==> src/rtl/uart_frame_tx.sv <==
// Multi-byte UART transmitter: sends a DATA_WIDTH-bit word as back-to-back 8-bit characters
// with selectable byte order, parity, stop bits, inter-character gap and run-time baud rate.
module uart_frame_tx #(
    parameter int CLK_FREQ   = 50000000,
    parameter int DATA_WIDTH = 32,
    parameter int MSB_FIRST  = 0,
    parameter int PARITY     = 0,
    parameter int STOP_BITS  = 1,
    parameter int GAP_BITS   = 0
) (
    input  logic                  clk,
    input  logic                  rst,
    input  logic [DATA_WIDTH-1:0] data,
    input  logic                  send_en,
    input  logic [2:0]            baud_set,
    output logic                  uart_tx,
    output logic                  tx_done,
    output logic                  uart_state
);

    localparam int NBYTES = DATA_WIDTH / 8;
    localparam int BW     = (NBYTES > 1) ? $clog2(NBYTES) : 1;

    typedef enum logic [2:0] {
        S_IDLE   = 3'd0,
        S_START  = 3'd1,
        S_DATA   = 3'd2,
        S_PARITY = 3'd3,
        S_STOP   = 3'd4,
        S_GAP    = 3'd5
    } state_t;

    function automatic logic [31:0] bit_period(input logic [2:0] sel);
        case (sel)
            3'd0:    bit_period = 32'(CLK_FREQ / 9600);
            3'd1:    bit_period = 32'(CLK_FREQ / 19200);
            3'd2:    bit_period = 32'(CLK_FREQ / 38400);
            3'd3:    bit_period = 32'(CLK_FREQ / 57600);
            3'd4:    bit_period = 32'(CLK_FREQ / 115200);
            3'd5:    bit_period = 32'(CLK_FREQ / 230400);
            3'd6:    bit_period = 32'(CLK_FREQ / 460800);
            3'd7:    bit_period = 32'(CLK_FREQ / 921600);
            default: bit_period = 32'(CLK_FREQ / 9600);
        endcase
    endfunction

    function automatic logic parity_even(input logic [7:0] b);
        parity_even = ^b;
    endfunction

    // Byte idx counts characters in transmission order; MSB_FIRST maps it onto the word.
    function automatic logic [7:0] byte_at(input logic [DATA_WIDTH-1:0] d, input logic [BW-1:0] idx);
        logic [DATA_WIDTH-1:0] sh;
        int                    pos;
        pos = (MSB_FIRST != 0) ? (NBYTES - 1 - int'(idx)) : int'(idx);
        if (int'(idx) >= NBYTES) begin
            byte_at = 8'h00;
        end else begin
            sh      = d >> (8 * pos);
            byte_at = sh[7:0];
        end
    endfunction

    state_t                state_r, state_nx_s;
    logic [DATA_WIDTH-1:0] data_r, data_nx_s;
    logic [2:0]            baud_r, baud_nx_s;
    logic [31:0]           cnt_r, cnt_nx_s;
    logic [15:0]           bit_r, bit_nx_s;
    logic [BW-1:0]         byte_r, byte_nx_s;
    logic [7:0]            shift_r, shift_nx_s;
    logic                  busy_r, busy_nx_s;
    logic                  done_r, done_nx_s;
    logic                  tx_r, tx_nx_s;

    logic [31:0]           bp_s;
    logic                  bit_end_s;
    logic                  last_byte_s;
    logic [7:0]            cur_byte_s;
    logic [7:0]            nxt_byte_s;
    logic                  par_bit_s;

    assign bp_s        = bit_period(baud_r);
    assign bit_end_s   = (cnt_r == (bp_s - 32'd1));
    assign last_byte_s = (byte_r == BW'(NBYTES - 1));
    assign cur_byte_s  = byte_at(data_r, byte_r);
    assign nxt_byte_s  = byte_at(data_r, byte_r + BW'(1));
    assign par_bit_s   = (PARITY == 2) ? ~parity_even(cur_byte_s) : parity_even(cur_byte_s);

    // State and datapath registers; line value is computed for the next state so it aligns with it.
    always_ff @(posedge clk) begin
        if (rst) begin
            state_r <= S_IDLE;
            data_r  <= {DATA_WIDTH{1'b0}};
            baud_r  <= 3'd0;
            cnt_r   <= 32'd0;
            bit_r   <= 16'd0;
            byte_r  <= {BW{1'b0}};
            shift_r <= 8'h00;
            busy_r  <= 1'b0;
            done_r  <= 1'b0;
            tx_r    <= 1'b1;
        end else begin
            state_r <= state_nx_s;
            data_r  <= data_nx_s;
            baud_r  <= baud_nx_s;
            cnt_r   <= cnt_nx_s;
            bit_r   <= bit_nx_s;
            byte_r  <= byte_nx_s;
            shift_r <= shift_nx_s;
            busy_r  <= busy_nx_s;
            done_r  <= done_nx_s;
            tx_r    <= tx_nx_s;
        end
    end

    // Next-state logic. An accepted send spends one IDLE cycle with busy set before START,
    // so the start bit appears one clock after the accepting edge.
    always_comb begin
        state_nx_s = state_r;
        data_nx_s  = data_r;
        baud_nx_s  = baud_r;
        cnt_nx_s   = cnt_r + 32'd1;
        bit_nx_s   = bit_r;
        byte_nx_s  = byte_r;
        shift_nx_s = shift_r;
        busy_nx_s  = busy_r;
        done_nx_s  = 1'b0;
        tx_nx_s    = 1'b1;
        case (state_r)
            S_IDLE: begin
                cnt_nx_s = 32'd0;
                bit_nx_s = 16'd0;
                if (busy_r) begin
                    state_nx_s = S_START;
                    shift_nx_s = cur_byte_s;
                    tx_nx_s    = 1'b0;
                end else if (send_en) begin
                    data_nx_s = data;
                    baud_nx_s = baud_set;
                    busy_nx_s = 1'b1;
                    byte_nx_s = {BW{1'b0}};
                end else begin
                    busy_nx_s = 1'b0;
                end
            end
            S_START: begin
                tx_nx_s = 1'b0;
                if (bit_end_s) begin
                    cnt_nx_s   = 32'd0;
                    state_nx_s = S_DATA;
                    tx_nx_s    = shift_r[0];
                end else begin
                    cnt_nx_s = cnt_r + 32'd1;
                end
            end
            S_DATA: begin
                tx_nx_s = shift_r[0];
                if (bit_end_s) begin
                    cnt_nx_s   = 32'd0;
                    shift_nx_s = shift_r >> 1;
                    if (bit_r == 16'd7) begin
                        bit_nx_s = 16'd0;
                        if (PARITY != 0) begin
                            state_nx_s = S_PARITY;
                            tx_nx_s    = par_bit_s;
                        end else begin
                            state_nx_s = S_STOP;
                            tx_nx_s    = 1'b1;
                        end
                    end else begin
                        bit_nx_s = bit_r + 16'd1;
                        tx_nx_s  = shift_r[1];
                    end
                end else begin
                    cnt_nx_s = cnt_r + 32'd1;
                end
            end
            S_PARITY: begin
                tx_nx_s = par_bit_s;
                if (bit_end_s) begin
                    cnt_nx_s   = 32'd0;
                    bit_nx_s   = 16'd0;
                    state_nx_s = S_STOP;
                    tx_nx_s    = 1'b1;
                end else begin
                    cnt_nx_s = cnt_r + 32'd1;
                end
            end
            S_STOP: begin
                tx_nx_s = 1'b1;
                if (bit_end_s) begin
                    cnt_nx_s = 32'd0;
                    if (bit_r == 16'(STOP_BITS - 1)) begin
                        bit_nx_s = 16'd0;
                        if (last_byte_s) begin
                            state_nx_s = S_IDLE;
                            busy_nx_s  = 1'b0;
                            done_nx_s  = 1'b1;
                        end else if (GAP_BITS > 0) begin
                            byte_nx_s  = byte_r + BW'(1);
                            state_nx_s = S_GAP;
                        end else begin
                            byte_nx_s  = byte_r + BW'(1);
                            state_nx_s = S_START;
                            shift_nx_s = nxt_byte_s;
                            tx_nx_s    = 1'b0;
                        end
                    end else begin
                        bit_nx_s = bit_r + 16'd1;
                    end
                end else begin
                    cnt_nx_s = cnt_r + 32'd1;
                end
            end
            S_GAP: begin
                tx_nx_s = 1'b1;
                if (bit_end_s) begin
                    cnt_nx_s = 32'd0;
                    if (bit_r == 16'(GAP_BITS - 1)) begin
                        bit_nx_s   = 16'd0;
                        state_nx_s = S_START;
                        shift_nx_s = cur_byte_s;
                        tx_nx_s    = 1'b0;
                    end else begin
                        bit_nx_s = bit_r + 16'd1;
                    end
                end else begin
                    cnt_nx_s = cnt_r + 32'd1;
                end
            end
            default: begin
                state_nx_s = S_IDLE;
                cnt_nx_s   = 32'd0;
                bit_nx_s   = 16'd0;
                busy_nx_s  = 1'b0;
            end
        endcase
    end

    assign uart_tx    = tx_r;
    assign tx_done    = done_r;
    assign uart_state = busy_r;

endmodule

==> config.mk <==
export PLATFORM = sky130hd
export DESIGN_NAME = uart_frame_tx
export DESIGN_NICKNAME = d
export VERILOG_FILES = /design/src/rtl/uart_frame_tx.sv
export SDC_FILE = /design/constraint.sdc
export NUM_CORES = 1
export LEC_CHECK = 0
export ABC_CLOCK_PERIOD_IN_PS = 4700
export CAP_MARGIN = 15
export CORE_UTILIZATION = 60
export DETAILED_ROUTE_END_ITERATION = 16
export PLACE_DENSITY_LB_ADDON = 0.12
export RECOVER_POWER = 25
export SLEW_MARGIN = 40
export SYNTH_ARGS = -nofsm -noshare
export SYNTH_HDL_FRONTEND = slang
export SYNTH_SLANG_ARGS = --single-unit
==> constraint.sdc <==
create_clock -name clk -period 4.7 [get_ports clk]
set_input_delay 0.94 -clock clk [delete_from_list [all_inputs] [get_ports clk]]
set_output_delay 0.94 -clock clk [all_outputs]
set_load 0.02 [all_outputs]
Yosys cells after proc, flatten, opt, wreduce, memory -nomap -nowiden --
Memory sizes are Yosys's and may differ from the RTL's. A register that Yosys moved wholly into a read port is not among the register bits. Index checks and enable logic that the tools add are counted.
Operators by class: add/sub/neg operators 4, equality and inequality tests 22, shifts and indexed selects 2, multiplexer cells 52, bitwise operators 7, reductions and logical operators 15
Operators by type and width (number):
- 16-bit two-way mux | 7
- 16-bit case mux with 5 select lines | 1
- 32-bit by 5-bit >> shifter with 8-bit output | 2
- 8-bit two-way mux | 7
- 3-bit two-way mux | 11
- 32-bit by 1-bit adder with 32-bit output, second input constant | 1
- 32-bit equality test | 1
- 8-bit case mux with 4 select lines | 1
- 32-bit by 1-bit subtractor with 32-bit output, second input constant | 1
- 2-bit != test, second input constant | 13
- 3-bit case mux with 6 select lines | 1
- 16-bit by 1-bit adder with 16-bit output, second input constant | 1
- 16-bit equality test, second input constant | 1
- 16-bit by 3-bit equality test with 1-bit output, second input constant | 1
- 16-bit zero test | 1
- 1-bit two-way mux | 16
- 2-bit two-way mux | 5
- 9-bit AND reduction | 1
- 8-bit AND reduction | 1
- 4-bit OR reduction | 2
- 8-bit parity | 1
- 1-bit NOT | 7
- 3-bit by 2-bit equality test with 1-bit output, second input constant | 2
- 3-bit equality test, second input constant | 2
- 15 further kinds | 15
Storage, ports and cells: bits in registers 99, ROM bits 104, input port bits 38, output and inout bits 3, logic and storage cells 113, memories 1
Memory list:
- (name not given) | words 8, width 13, rd ports 1, clocked after memory_dff 1, wr ports 0, line 34 | case (sel)

Depth between registers and ports, before layout --
depth after elaboration 6, mapped depth 15, mapped depth without buffers 14

Worst setup path after synthesis --
Ideal clock, no wire load.
kind flip-flop to flip-flop, start register bp_s[0] (netlist name), end register bit_r[11], setup time 0.117 ns, arrival 3.543 ns, required time 4.583 ns, path slack 1.040 ns, cell stages (with the launch flop) 16, path buffers 1, period minus slack after synthesis 3.660 ns, cell sequence dfxtp_1 -> inv_1 -> ha_1 -> nor3b_1 -> nand2_1 -> nor4_1 -> ha_1 -> xnor2_1 -> nor4_1 -> nand3_1 -> or4_1 -> a21oi_2 -> a21o_1 -> buf_2 -> o2111ai_1 -> a32o_2
Between the ends: cells in the longest elaborated chain, start to end 4, elaborated cells on any way between the ends 7, classes of those cells 1 x add/sub; 5 x eq/ne; 1 x reduce/logical
RTL lines:
- 32-bit by 1-bit subtractor with 32-bit output * | line 83 | assign bit_end_s = (cnt_r == (bp_s - 32'd1));
- 32-bit equality test * | line 83
- 2-bit != test (no source line)
- 5-bit AND reduction (no source line) *
- end signal, assigned | line 107 | bit_r <= bit_nx_s;
- end, declared | line 68 | logic [15:0] bit_r, bit_nx_s;
Mark *: on every way between the ends. The rest lies on a longest branch, timed or not. A chain may end at the register's enable or synchronous reset.

Final worst setup path --
start register bp_s[0] (netlist name), end register bit_r[7]
Between the ends: cells in the longest elaborated chain, start to end 4, elaborated cells on any way between the ends 7, classes of those cells 1 x add/sub; 5 x eq/ne; 1 x reduce/logical
RTL lines (line):
- 32-bit by 1-bit subtractor with 32-bit output * | 83
- 32-bit equality test * | 83
- 2-bit != test (no source line)
- 5-bit AND reduction (no source line) *
Marked as above.

==> results.toml <==
[logic_synthesis]
yosysWarnings = 0
synth.largest_area_cell = "dfxtp_1"
synth_cells = 801
synth_most_common_cell = "dfxtp_1"
ys_async_sr_fraction = 0
avgSynthCellArea_um2 = 8.168
ys.flop_type = "dfxtp_1"
synth_cell_types = 72
synth_area_mm2 = 0.006543
synth_edf_count = 0
synth_nets = 850
seq_area_frac_synth = 0.3427
synthDominantCellAreaShare = 0.3427
synth.area.top_cells = "dfxtp_1, nand2_1, mux4_2"
synth_commonest_cells = "dfxtp_1, nand2_1, nor2_1"
synth_seq_cells = 112

[grt]
grt_pass1_wl_mm = 27.10
overflow = 0
grt_max_degree = 37
track_usage = 0.3014
grt_antenna_before_repair = 0
grt_pass1_vias = 5633

[hold_path]
hp-start = "shift_r[4]$_SDFFE_PP0P_"
hp-class = "register to register"
min_to = "shift_r[4]$_SDFFE_PP0P_"
holdPathStages = 2

[setup_path]
r2r_start = "bp_s[0]$_SDFF_PP0_"
r2r-end = "bit_r[7]$_SDFFE_PP0P_"
path_max_fanout = 6
crit_type = "register to register"
r2r_slack_ns = 0.42
worst_setup_path_end_kind = "register"
worstPathArrival_ns = 4.55
r2r_cells = 14
required_ns = 4.97
start_kind = "register"

[power_and_ir_drop]
p_per_area_mw_per_mm2 = 270.4
leakagePower_nw = 2.479
ir_worst_vdd_uv = 307.7

[routing]
viasPerCell = 6.346
drtIter0Drc = 440
vias = 6016
wl_mm = 16.40
wl_per_cell_um = 17.30
antenna_left = 0
dr.pass1.iters = 7
drc = 0

[cells_and_area]
nets = 856
syn_to_final_growth_pct = 9.294
drive_gt1_frac = 0.08621
fillers = 898
insertedDiodeCount = 0

[timing]
hold_viol_final = 0
slew_viol_final = 36
hold_slack_ns = 0.4745
finalCritPeriodShare = 0.9107
skew_ns = 0.009920
clock.fmax_mhz = 233.6
slew_headroom = -0.2203
setup_viol = 0
rsz0062_at_grt = "no"
final.setup.tns_ns = 0
min_period_ns = 4.280
worst_pin_slew_ns = 1.830

[placed_design]
routabilityCongestion = 0.8976
dp_hpwl_mm = 11.76
io_buffers = 40

[floorplan]
die_w_um = 106.4
fp.dieH_um = 106.4
fp.coreArea_mm2 = 0.01046
die-area_mm2 = 0.01133
ios = 41
initial_core_util = 0.6253
num_rows = 37

[clocking]
cts_buffers = 9
ctsHoldBuffers = 0
cts_tree = "done"
htree_levels = 3
cts_root_buf = "clkbuf_8"
cts_setup_buffers = 0
cts-resized-gates = 0
clockBufferDepth = 2
clock_sinks = 112
cts.clk_slew.worst_paths_ns = 0.11
insertion_delay_ns = 0.40

[job]
cap_violations = 1

[outcome]
violations = "capacitance limit, slew limit"
outcome = "complete, but fails checks"
flip-flops by register name (all words and copies together), names as in the netlist:
register / flops
uart_state: 1
shift_r: 8
bit_r: 16
uart_tx: 1
byte_r: 2
data_r: 32
baud_r: 3
state_r: 3
tx_done: 1
cnt_r: 32
bp_s: 13
power breakdown:
part / internal [mW] / leakage, nW / total, mW / switching, mW
logic: 0.137 / 1.47 / 0.313 / 0.176
registers: 0.990 / 0.912 / 1.04 / 0.0481
clock network: 0.220 / 0.0973 / 0.583 / 0.363
total: 1.35 / 2.48 / 1.93 / 0.587
critical path: stages, from the launching register on:
cell,delay (ns)
dfxtp_1,0.39
inv_1,0.08
ha_1,0.19
nor3b_1,0.45
nand2_1,0.18
nor4_1,0.27
ha_1,0.29
xnor2_1,0.13
nor4_1,0.26
nand3_1,0.21
or4_1,0.58
a21oi_2,0.27
a21oi_2,0.19
o41ai_2,0.57
a211oi_1,0.09
layer usage:
layer,vias up,routed length [µm],global-route usage
met5,-,0,0
met4,0,335,0.1184
met3,29,1060,0.05395
met2,198,7564,0.4754
met1,2863,7443,0.4094
li1,2926,-,-
cell usage in the layout, fill, tap and decap left out, types with 4 or more instances in the layout:
master / instances
nand2_1: 110
dfxtp_1: 110
nor2_1: 74
a21oi_1: 60
clkdlybuf4s50_1: 37
nand3_1: 36
xor2_1: 28
inv_1: 27
nor3_1: 26
xnor2_1: 25
o21ai_0: 20
nand4_1: 20
mux4_2: 16
nor4_1: 15
and3_1: 13
a21o_1: 11
ha_1: 11
clkbuf_8: 10
o22ai_1: 9
a32o_2: 8
or2_2: 7
and4_1: 7
o22a_1: 7
or4_1: 6
nor3b_1: 5
nor2b_1: 5
a211oi_1: 5
mux2i_1: 4
or3_1: 4
a2111oi_0: 4
o31ai_1: 4
and2_1: 4
nor4b_1: 4
o2111ai_1: 4
a22o_1: 4
area by class of cell:
cell class                 count  area [µm²]  area share
multi-input combinational    613        4019      0.5620
clock buffer                  10       137.6     0.01925
clock inverter                 6       56.30    0.007874
timing repair buffer          43       417.9     0.05844
tap                          136       170.2     0.02380
sequential                   112        2245      0.3139
inverter                      28       105.1     0.01470
worst max-delay path by stage:
stage / slack, ns / cells past startpoint / startpoint / end
after floorplan: 1.04 / 15 / bp_s[0]$_SDFF_PP0_ / bit_r[11]$_SDFFE_PP0P_
after global placement: 0.66 / 14 / bp_s[0]$_SDFF_PP0_ / bit_r[14]$_SDFFE_PP0P_
after detailed placement: 0.49 / 14 / bp_s[0]$_SDFF_PP0_ / bit_r[11]$_SDFFE_PP0P_
after CTS: 0.46 / 14 / bp_s[0]$_SDFF_PP0_ / bit_r[11]$_SDFFE_PP0P_
after global routing: 0.05 / 14 / bp_s[0]$_SDFF_PP0_ / bit_r[11]$_SDFFE_PP0P_
final: 0.42 / 14 / bp_s[0]$_SDFF_PP0_ / bit_r[7]$_SDFFE_PP0P_
cells by family (layout without fill, tap and decap cells):
| group | Yosys count | in the layout | synth area share |
|---|---|---|---|
| compound gates | 176 | 176 | 0.1888 |
| xor+xnor | 53 | 53 | 0.07095 |
| fa+ha+maj | 11 | 11 | 0.02104 |
| buf+inv | 76 | 87 | 0.04513 |
| flops | 112 | 112 | 0.3427 |
| mux | 22 | 22 | 0.06521 |
| simple gates | 351 | 351 | 0.2662 |
per-stage QoR:
stage               setup WS (ns)  area, µm²  utilization  cells  power [mW]
floorplan                   1.040       6543            -    801       1.274
global placement           0.6565       6943       0.6636    932       1.353
detailed placement         0.4927       6950       0.6643    932       1.367
CTS                        0.4639       7144       0.6829    948       1.938
global route              0.04616       7151       0.6834    948       2.018
finish                     0.4197       7151       0.6834    948       1.934
Power figures use the tool's default switching activity.
==> edit 1, RTL diff (same settings) <==
The 6 states of `state_t` get a one-hot encoding in 6 bits.
--- a/src/rtl/uart_frame_tx.sv
+++ b/src/rtl/uart_frame_tx.sv
@@ -21,13 +21,13 @@
     localparam int NBYTES = DATA_WIDTH / 8;
     localparam int BW     = (NBYTES > 1) ? $clog2(NBYTES) : 1;
 
-    typedef enum logic [2:0] {
-        S_IDLE   = 3'd0,
-        S_START  = 3'd1,
-        S_DATA   = 3'd2,
-        S_PARITY = 3'd3,
-        S_STOP   = 3'd4,
-        S_GAP    = 3'd5
+    typedef enum logic [5:0] {
+        S_IDLE   = 6'b000001,
+        S_START  = 6'b000010,
+        S_DATA   = 6'b000100,
+        S_PARITY = 6'b001000,
+        S_STOP   = 6'b010000,
+        S_GAP    = 6'b100000
     } state_t;
 
     function automatic logic [31:0] bit_period(input logic [2:0] sel);
Function: same outputs for any inputs over 10 cycles, from zero or initial values and one cycle with rst high; not proved beyond that.
==> edit 1 against the original RTL <==
- total power increased by 41%
- worst setup slack better by 0.26 ns
- sequential cell count grew 1
- global-route usage is 1.6 points lower
- routed wire length down 19%
- synthesized area shrank 12%
- final area decreased by 5.6%
- combinational power increased by 22%
- critical endpoint is now shift_r[5]$_SDFFE_PP0P_
- highest routed layer unchanged
==> edit 1: results (changes against the original RTL) <==
clock network contribution to total cell area 0.0853 (+0.0582); min cycle time layout 4.02 ns (-0.260 ns); clock buffers 17 (+7); FF/Latch Area 0.00226 mm2 (+0.78%); peak fanout along the critical path 16 (+10); length of routed met3 wiring 561 um (-47%); Slew Limit Headroom 0.0581 (+0.278); cell types with the largest area share after synthesis sky130_fd_sc_hd__dfxtp_1 39%, sky130_fd_sc_hd__nand2_1 7.5%, sky130_fd_sc_hd__nor2_1 6.5%; Final non-clock buffer share 0.0614 (+0.00293); Post-Route M1 WL 6.02 mm (-19%); final-layout worst hold slack 0.456 ns (-0.0180 ns); placed cell count 846 (-9.2%); length in cells of the worst reg-to-reg path 15 (+1); met2 WL post-DR 6.50 mm (-14%); inverter count of the layout excluding clock inverters 18 (-36%); global-route track usage on met3 0.0669 (+0.0129); number of multi-input logic gates 543 (-11%); detailed router's first-iteration violation count 207 (-53%); clock slew at the register clock pins of the worst setup and hold paths 0.06 ns (-0.05 ns); sequential cell area fraction in the yosys report 0.394 (+0.0515); Pleak 2.48 nW (-0.17%); maximum number of pins on one net before global-route repair 38 (+2.7%); vias per std cell 5.75 (-9.3%); met2 Resource Use GR 0.471 (-0.00433); Worst Setup Slack post-DPL 0.711 ns (+0.218 ns); Max IR drop VDD 0.000330 V (+7.2%); clock net sink count 113 (+0.89%); startpoint of the worst hold path data_r[15]$_SDFFE_PP0P_; met1 usage in global routing 0.365 (-0.0443); most common library cells after synthesis 114 x sky130_fd_sc_hd__nand2_1, 113 x sky130_fd_sc_hd__dfxtp_1, 99 x sky130_fd_sc_hd__nor2_1, 51 x sky130_fd_sc_hd__a21oi_1, 30 x sky130_fd_sc_hd__clkbuf_1; result of the run complete, no violations; post-synthesis cell type count 59 (-18%)
## edit 1: cell families (layout without fill, tap and decap cells)
| logic type | count (synthesis) | in the layout | synth area share |
|---|---|---|---|
| XOR/XNOR | 50 | 50 | 0.0763 |
| flip-flops | 113 | 113 | 0.394 |
| AND/OR/NAND/NOR | 345 | 345 | 0.289 |
| buffers and inverters | 54 | 93 | 0.0379 |
| AO/OA/AOI/OAI | 119 | 119 | 0.129 |
| adder cells (fa/ha/maj) | 12 | 12 | 0.0262 |
| multiplexers | 17 | 17 | 0.0471 |
## edit 1: power groups by stage
stage | sequential (mW) | clock, mW | combinational (mW)
6_report | 1.10 | 1.24 | 0.382
5_1_grt | 1.11 | 1.30 | 0.425
4_1_cts | 1.10 | 1.26 | 0.382
3_5_place_dp | 1.12 | 0 | 0.375
3_3_place_gp | 1.11 | 0 | 0.364
2_1_floorplan | 1.09 | 0 | 0.292
==> edit 2, RTL diff (same settings) <==
Made on the original files. The parameter `PARITY` goes from 0 to 1.
--- a/src/rtl/uart_frame_tx.sv
+++ b/src/rtl/uart_frame_tx.sv
@@ -4,7 +4,7 @@
     parameter int CLK_FREQ   = 50000000,
     parameter int DATA_WIDTH = 32,
     parameter int MSB_FIRST  = 0,
-    parameter int PARITY     = 0,
+    parameter int PARITY     = 1,
     parameter int STOP_BITS  = 1,
     parameter int GAP_BITS   = 0
 ) (
Behaviour: same outputs for any inputs over 10 cycles, from zero or initial values and one cycle with rst high; that may be too few to reach the edited logic, so the function may still have changed.
==> edit 2 against the original RTL <==
- non-clock buffer count grew 1
- critical endpoint is now bit_r[15]$_SDFFE_PP0P_
- final area is 6.6% lower
- sequential cell count is the same
- cell count is 7.0% lower
- sequential power about the same
- critical path depth stayed put
- routed wire length is 21% lower
- first-iteration DRC count down 26%
- critical path type unchanged
- synthesized area is 7.7% lower
- worst setup slack better by 0.54 ns
- total power up 0.90%
- the flow finishes with violations (capacitance limit)
- die area shrank 7.6%
==> edit 2: results (changes against the original RTL) <==
power dissipated by switching net loads 518 uW (-12%); drt first pass iters 5 (-2); Hold/Removal Path Class reg2reg; Slew Limit Headroom 0.000736 (+0.221); nature of the critical path startpoint flip-flop; Critical Path Max Stage Delay 0.53 ns (-0.05 ns); GP Congestion 0.935 (+4.2%); vias in the first global route 4612 (-18%); first-pass GRT wire length 21.8 mm (-19%); post-synthesis cell type count 59 (-18%); cell types with the largest area share after synthesis sky130_fd_sc_hd__dfxtp_1 37%, sky130_fd_sc_hd__nand2_1 6.3%, sky130_fd_sc_hd__mux4_2 6.0%; number of fillers in the final layout 835 (-7.0%); number of nets in the finished design 793 (-7.4%); Syn Nets 778 (-8.5%); Max-cap violations 1 (unchanged); arrival time worst endpoint 4.06 ns (-0.49 ns); Clock Skews 0.00825 ns (-0.00167 ns); violated checks capacitance limit; most common library cells after synthesis 112 x sky130_fd_sc_hd__dfxtp_1, 102 x sky130_fd_sc_hd__nand2_1, 73 x sky130_fd_sc_hd__nor2_1, 64 x sky130_fd_sc_hd__a21oi_1, 35 x sky130_fd_sc_hd__o21ai_0; Critical path destination bit_r[15]$_SDFFE_PP0P_; diode insertion count for antenna repair 0 (unchanged); Routed WL per cell 14.8 um (-15%); via count 5241 (-13%); startpoint of the worst hold path data_r[28]$_SDFFE_PP0P_; peak fanout along the critical path 15 (+9); Max IR drop VDD 0.000260 V (-15%); Total Routing Usage GR 0.268 (-0.0337); worst reg2reg setup slack 0.96 ns (+0.54 ns); detailed-placement wirelength estimate 9.33 mm (-21%); Pleak 2.30 nW (-7.2%); result of the run finished, violations left; fraction of layout instances using a drive strength above 1 0.0748 (-0.0114); sequential cell area fraction in the yosys report 0.371 (+0.0288)
## edit 2: stage by stage
stage / cells / hold slack [ns] / worst slack (ns) / util / instance area [um2]
final: 882 / 0.474 / 0.958 / 0.683 / 6680
after global routing: 882 / 0.491 / 0.529 / 0.683 / 6680
after CTS: 882 / 0.475 / 0.959 / 0.684 / 6680
after detailed placement: 866 / 0.461 / 0.970 / 0.661 / 6460
after global placement: 866 / 0.451 / 1.02 / 0.660 / 6450
after floorplan: 729 / 0.440 / 1.38 / - / 6040
## edit 2: cell type report
type	instances	area, um2	area share
sequential	112	2240	0.336
timing repair buffer	44	422	0.0631
clock buffer	11	141	0.0212
inverter	20	75.1	0.0112
multi-input combinational	557	3550	0.532
tap	133	166	0.0249
clock inverter	5	80.1	0.0120
## edit 2: kinds of logic (layout without fill, tap and decap cells)
logic type | after synthesis | after routing | synth area share
compound gates | 142 | 142 | 0.140
xor+xnor | 52 | 52 | 0.0755
fa+ha+maj | 11 | 11 | 0.0228
buf+inv | 60 | 80 | 0.0415
flops | 112 | 112 | 0.371
mux | 24 | 24 | 0.0730
simple gates | 328 | 328 | 0.276
## edit 2: worst min-delay path by stage
stage	end	slack, ns	cells after the start
2_1_floorplan	cnt_r[0]$_SDFF_PP0_	0.44	1
6_report	data_r[28]$_SDFFE_PP0P_	0.47	2
5_1_grt	data_r[2]$_SDFFE_PP0P_	0.49	2
3_5_place_dp	data_r[23]$_SDFFE_PP0P_	0.46	2
3_3_place_gp	data_r[10]$_SDFFE_PP0P_	0.45	2
4_1_cts	data_r[23]$_SDFFE_PP0P_	0.48	2
## edit 2: power by group through the flow
stage | logic [mW] | registers [mW] | clock network (mW)
2_1_floorplan | 0.208 | 1.04 | 0
3_3_place_gp | 0.271 | 1.06 | 0
3_5_place_dp | 0.279 | 1.06 | 0
4_1_cts | 0.281 | 1.04 | 0.646
5_1_grt | 0.313 | 1.04 | 0.687
6_report | 0.281 | 1.04 | 0.633
## edit 2: worst reg2reg max path, delay by kind of cell (launching register included)
family	cells	cell delay (ns)
flip-flops	1	0.38
buffers and inverters	1	0.08
AND/OR/NAND/NOR	7	2.02
XOR/XNOR	1	0.14
AO/OA/AOI/OAI	3	0.57
adder cells (fa/ha/maj)	2	0.49
## edit 2: per-layer routing
| layer | part of all wire | global-route usage |
|---|---|---|
| met5 | 0 | 0 |
| met2 | 0.46 | 0.415 |
| met1 | 0.47 | 0.371 |
| met3 | 0.053 | 0.0622 |
| met4 | 0.017 | 0.0813 |
